<file path="src/rtl/fft_mag_sq.sv">
// Squares the real and imaginary parts of one FFT bin and adds them, using simplified single precision.
// The result is handed to the square-root stage with a start pulse and then held until that stage finishes.
module fft_mag_sq #(
    parameter int ACK_TIMEOUT = 15
) (
    input  logic        clk,
    input  logic        n_reset,
    input  logic        in_valid,
    input  logic [31:0] in_re,
    input  logic [31:0] in_im,
    output logic        in_ready,
    output logic [31:0] argument,
    output logic        start,
    input  logic        sqrt_done,
    output logic        busy,
    output logic        overflow,
    output logic        ack_err
);

    localparam int TW = $clog2(ACK_TIMEOUT + 1);
    localparam logic [30:0] SAT = 31'h7F7FFFFF;

    typedef enum logic [2:0] {
        IDLE,
        SQ_RE,
        SQ_IM,
        SUM,
        ISSUE,
        WAIT_BUSY,
        WAIT_DONE
    } state_t;

    state_t      state_q;
    logic [30:0] re_q;
    logic [30:0] im_q;
    logic        primed_q;
    logic [24:0] prod_q;
    logic [30:0] sqA_q;
    logic [30:0] sqB_q;
    logic [31:0] argument_q;
    logic        start_q;
    logic        overflow_q;
    logic        ackErr_q;
    logic [TW-1:0] timer_q;

    logic [22:0] mulMan;
    logic [47:0] mulExt;
    logic [24:0] prod_d;
    logic [7:0]  sqExp;
    logic [9:0]  twoE;
    logic [22:0] sqMan;
    logic [30:0] sqRes_d;
    logic        sqOvf_d;

    logic        aBig;
    logic [7:0]  expBig;
    logic [7:0]  expSmall;
    logic [23:0] manBig;
    logic [23:0] manSmall;
    logic [7:0]  expDiff;
    logic [23:0] aligned;
    logic [24:0] manSum;
    logic [30:0] sum_d;
    logic        addOvf_d;

    // The multiplier result is registered, so SQ_RE spends one extra cycle priming it with the real mantissa.
    always_comb begin
        mulMan = (state_q == SQ_RE && !primed_q) ? re_q[22:0] : im_q[22:0];
        mulExt = {24'd0, 1'b1, mulMan};
        prod_d = 25'((mulExt * mulExt) >> 23);
    end

    always_comb begin
        sqExp   = (state_q == SQ_IM) ? im_q[30:23] : re_q[30:23];
        twoE    = {1'b0, sqExp, 1'b0} + {9'd0, prod_q[24]};
        sqMan   = prod_q[24] ? prod_q[23:1] : prod_q[22:0];
        sqRes_d = '0;
        sqOvf_d = 1'b0;
        if (sqExp == 8'hFF) begin
            sqRes_d = SAT;
            sqOvf_d = 1'b1;
        end else if (sqExp != 8'd0) begin
            if (twoE >= 10'd382) begin
                sqRes_d = SAT;
                sqOvf_d = 1'b1;
            end else if (twoE > 10'd127) begin
                sqRes_d = {twoE[7:0] - 8'd127, sqMan};
            end
        end
    end

    // Both operands are non-negative squares, so the sum never cancels and only a right shift can be needed.
    always_comb begin
        aBig     = sqA_q[30:23] >= sqB_q[30:23];
        expBig   = aBig ? sqA_q[30:23] : sqB_q[30:23];
        expSmall = aBig ? sqB_q[30:23] : sqA_q[30:23];
        manBig   = aBig ? {1'b1, sqA_q[22:0]} : {1'b1, sqB_q[22:0]};
        manSmall = aBig ? {1'b1, sqB_q[22:0]} : {1'b1, sqA_q[22:0]};
        expDiff  = expBig - expSmall;
        aligned  = (expDiff >= 8'd24) ? 24'd0 : (manSmall >> expDiff);
        manSum   = {1'b0, manBig} + {1'b0, aligned};
        sum_d    = '0;
        addOvf_d = 1'b0;
        if (sqA_q[30:23] == 8'd0) begin
            sum_d = sqB_q;
        end else if (sqB_q[30:23] == 8'd0) begin
            sum_d = sqA_q;
        end else if (manSum[24]) begin
            if (expBig == 8'd254) begin
                sum_d    = SAT;
                addOvf_d = 1'b1;
            end else begin
                sum_d = {expBig + 8'd1, manSum[23:1]};
            end
        end else begin
            sum_d = {expBig, manSum[22:0]};
        end
    end

    always_ff @(posedge clk or negedge n_reset) begin
        if (!n_reset) begin
            state_q    <= IDLE;
            re_q       <= '0;
            im_q       <= '0;
            primed_q   <= 1'b0;
            prod_q     <= '0;
            sqA_q      <= '0;
            sqB_q      <= '0;
            argument_q <= '0;
            start_q    <= 1'b0;
            overflow_q <= 1'b0;
            ackErr_q   <= 1'b0;
            timer_q    <= '0;
        end else begin
            case (state_q)
                IDLE: begin
                    if (in_valid) begin
                        re_q     <= in_re[30:0];
                        im_q     <= in_im[30:0];
                        primed_q <= 1'b0;
                        state_q  <= SQ_RE;
                    end
                end
                SQ_RE: begin
                    prod_q <= prod_d;
                    if (!primed_q) begin
                        primed_q <= 1'b1;
                    end else begin
                        sqA_q      <= sqRes_d;
                        overflow_q <= overflow_q | sqOvf_d;
                        state_q    <= SQ_IM;
                    end
                end
                SQ_IM: begin
                    sqB_q      <= sqRes_d;
                    overflow_q <= overflow_q | sqOvf_d;
                    state_q    <= SUM;
                end
                SUM: begin
                    argument_q <= {1'b0, sum_d};
                    overflow_q <= overflow_q | addOvf_d;
                    start_q    <= 1'b1;
                    state_q    <= ISSUE;
                end
                ISSUE: begin
                    start_q <= 1'b0;
                    timer_q <= '0;
                    state_q <= WAIT_BUSY;
                end
                // The root stage still shows done for a cycle after start; wait for it to drop, but not forever.
                WAIT_BUSY: begin
                    if (!sqrt_done) begin
                        state_q <= WAIT_DONE;
                    end else if (timer_q == TW'(ACK_TIMEOUT - 1)) begin
                        ackErr_q <= 1'b1;
                        state_q  <= IDLE;
                    end else begin
                        timer_q <= timer_q + TW'(1);
                    end
                end
                WAIT_DONE: begin
                    if (sqrt_done) begin
                        state_q <= IDLE;
                    end
                end
                default: state_q <= IDLE;
            endcase
        end
    end

    assign in_ready = (state_q == IDLE);
    assign busy     = (state_q != IDLE);
    assign argument = argument_q;
    assign start    = start_q;
    assign overflow = overflow_q;
    assign ack_err  = ackErr_q;

endmodule

</file>
<file path="config.mk">
export PLATFORM = sky130hd
export DESIGN_NAME = fft_mag_sq
export DESIGN_NICKNAME = d
export VERILOG_FILES = /design/src/rtl/fft_mag_sq.sv
export SDC_FILE = /design/constraint.sdc
export NUM_CORES = 2
export LEC_CHECK = 0
export ABC_CLOCK_PERIOD_IN_PS = 13700
export BUFFER_PORTS_ARGS = -buffer_cell sky130_fd_sc_hd__buf_2
export CAP_MARGIN = 20
export CORE_MARGIN = 2
export CORE_UTILIZATION = 65
export DETAILED_ROUTE_END_ITERATION = 7
export GPL_ROUTABILITY_DRIVEN = 0
export PLACE_DENSITY = 0.93
export SYNTH_ARGS = -nofsm -noshare
export SYNTH_HDL_FRONTEND = slang
export SYNTH_SLANG_ARGS = --single-unit
</file>
<file path="constraint.sdc">
create_clock -name clk -period 13.7 [get_ports clk]
set_input_delay 0.685 -clock clk [delete_from_list [all_inputs] [get_ports clk]]
set_output_delay 0.685 -clock clk [all_outputs]
set_load 0.02 [all_outputs]
</file>
==> flow_summary_export.csv <==
group,metric,value,unit
die,dieArea,44000,um^2
worst_setup_path,cp_common_cell,"fa_1",
flow_run,maxCapViolations,0,
grt,grt_pass1_wl,130,mm
worst_setup_path,critPathSlowestCell,"nor4b_4",
worst_setup_path,worstPathArrival,11510,ps
synth,yosysSeqAreaShare,17.4,%
grt,grt_util_all_layers,38.1,%
synth,syn-cell-area,27500,um^2
placement,portBuffers,101,
layout,syn2layout_area_growth,5.81,%
clock_tree,clockBufferDepth,2,
layout,fillers,2551,
timing,slew_violations,0,
routing,viasPerCell,6.57,
synth,synth_nets,3657,
timing,setup_tns,0,ps
timing,hold_viol_final,0,
worst_setup_path,critPathLaunch,"state_q[0]",
clock_tree,h-tree-depth,4,
die,die_w,210,um
clock_tree,cts_hold_buffers,0,
clock_tree,cts-root-buf,"clkbuf_16",
grt,first_global_vias,25300,
clock_tree,cts_buffers,17,
routing,first_iter_violations,2759,
timing,max_freq,89.5,MHz
timing,slew_headroom,32.5,%
synth,yosysWarnings,0,
die,ios,105,
routing,firstDrtPassIters,7,
worst_setup_path,path_class,"flip-flop to flip-flop",
synth,netlist_instances,2965,
worst_setup_path,critPathMaxStageDelay,910,ps
clock_tree,insertion_delay,470,ps
clock_tree,clkSinkCount,191,
routing,vias,23300,
outcome,status,"finished, final reports clean",
die,initial_core_util,65.7,%
layout,nNetsFinal,3679,
synth,synth_cell_types,82,
layout,final-seq-area,4780,um^2
layout,mostFrequentLayoutCells,"inv_1 (562), fa_1 (423), nand2_1 (281)",
synth,synth_ff_type,"dfrtp_1",
synth,async_flop_share,100,%
clock_tree,clk_pin_slew_worst_paths,80,ps
worst_setup_path,r2r_cells,28,
layout,final_common_cell,"inv_1",
worst_setup_path,reg2reg_to,"prod_q[24]",
worst_setup_path,crit_path_start_kind,"flip-flop",
worst_setup_path,worstSetupEndpointType,"flip-flop",
synth,avgSynthCellArea,9.28,um^2
worst_hold_path,hp-class,"primary input to async pin",
layout,drive_gt1_share,11.2,%
routing,wl_per_cell,23.1,um
grt,grt_max_degree,122,
worst_setup_path,cp-endpoint,"prod_q[24]",
routing,postRouteAntennaNets,0,
clock_tree,post_cts.repair.setup_buffers,0,
layout,multi_input_area,20100,um^2
timing,setup_violations,0,
grt,grt.overflow.total,0,
timing,finalCritPeriodShare,81.6,%
routing,drc,0,
placement,dp_hpwl,59.6,mm
worst_setup_path,timing.rr.start,"state_q[0]",
timing,worstMarginPinSlew,1010,ps
worst_setup_path,cp_max_fo,17,
timing,fin_skew,12.7,ps
clock_tree,cts_tree,"built",
die,rows,75,
synth,synth_enable_flop_cells,0,
routing,wl,81.8,mm
timing,rsz0062_at_grt,"no",
die,coreArea,41900,um^2
worst_setup_path,critPathRequiredTime,14040,ps
clock_tree,cts.repair.resized,0,
timing,fin_crit,11180,ps
worst_setup_path,rrSetupSlack,2520,ps
grt,antenna_found_initial,2,
die,die_h,210,um
synth,ys_ff_latch,191,
[metal layers]
metal,global-route usage [%],routed length [um],share of wire (%)
met3,10.6,9820,12
met2,62.6,38400,47
met4,26.9,7040,8.6
met1,43.1,26600,33
met5,0,0,0
[flip-flops by register name, indices dropped and copies added (netlist names)]
name,flops
ack_err,1
argument,31
im_q,31
overflow,1
primed_q,1
prod_q,25
re_q,31
sqA_q,31
sqB_q,31
start,1
state_q,3
timer_q,4
[worst max-delay path, delay by kind of cell, from the launching register on]
family          cells  cell delay (ps)
simple gates        4             2010
flops               1              680
buf+inv             6             1370
mux                 1              620
compound gates      8             2150
fa+ha+maj           8             4000
xor+xnor            1              190
[Yosys cell counts, types with 9 or more instances]
cell type / count / area share (%)
xor2_1: 22 / 0.70
mux2i_1: 107 / 3.9
a221oi_1: 17 / 0.54
o22ai_1: 22 / 0.50
nor3_1: 25 / 0.45
a21o_1: 32 / 0.87
nor2b_1: 16 / 0.36
buf_1: 16 / 0.22
mux2_2: 129 / 5.3
xnor2_1: 42 / 1.3
nor4_1: 9 / 0.20
ha_1: 201 / 9.1
nand4_1: 9 / 0.20
or3_1: 19 / 0.43
a21oi_1: 107 / 1.9
nand2_1: 282 / 3.8
inv_1: 562 / 7.7
a211oi_1: 22 / 0.60
o21a_1: 13 / 0.35
and2_1: 10 / 0.23
nand2b_1: 12 / 0.27
dfrtp_1: 191 / 17
nand3_1: 31 / 0.56
nor2_1: 238 / 3.2
o31ai_1: 9 / 0.25
o21ai_0: 145 / 2.6
fa_1: 423 / 31
clkbuf_1: 95 / 1.3
a31oi_1: 17 / 0.39
[layout make-up]
| cell class | count | share of cell area (%) |
|---|---|---|
| diodes | 1 | 0.00860 |
| clock inverters | 15 | 0.722 |
| inverters | 568 | 7.33 |
| multi-input cells | 2076 | 69.1 |
| clock buffers | 17 | 1.46 |
| well taps | 539 | 2.32 |
| repair buffers | 133 | 2.69 |
| flip-flops and latches | 191 | 16.4 |
[how the worst min path moves through the flow]
stage	startpoint	end	slack, ps	cells past startpoint
2_1_floorplan	n_reset	ack_err	390	0
3_3_place_gp	prod_q[0]	prod_q[0]	450	2
3_5_place_dp	overflow	overflow	460	1
4_1_cts	n_reset	im_q[24]	390	1
5_1_grt	in_im[20]	im_q[20]	430	2
6_report	n_reset	re_q[26]	350	1
[stage by stage]
| stage | utilization (%) | hold slack [ps] | setup WS, ps | cells | area (um^2) |
|---|---|---|---|---|---|
| global route | 69.5 | 433 | 2350 | 3539 | 29100 |
| detailed placement | 67.9 | 461 | 3260 | 3505 | 28400 |
| global placement | 67.9 | 455 | 3560 | 3505 | 28400 |
| floorplan | - | 389 | 5170 | 2965 | 27500 |
| finish | 69.5 | 354 | 2520 | 3540 | 29100 |
| CTS | 69.4 | 388 | 2980 | 3537 | 29100 |
[kinds of logic after synthesis]
kind of cell	count (synthesis)	share of synthesized area, %
other	1	0.0136
and+or+nand+nor	685	10.8
DFF	191	17.4
muxes	237	9.26
AOI/OAI and AO/OA	464	10.8
buffers and inverters	698	9.77
adders and majority gates	624	39.9
xor gates and xnor gates	65	2.10
Power is not shown: default switching activity piles up to over one toggle a cycle in this logic, so the estimate is an artifact.
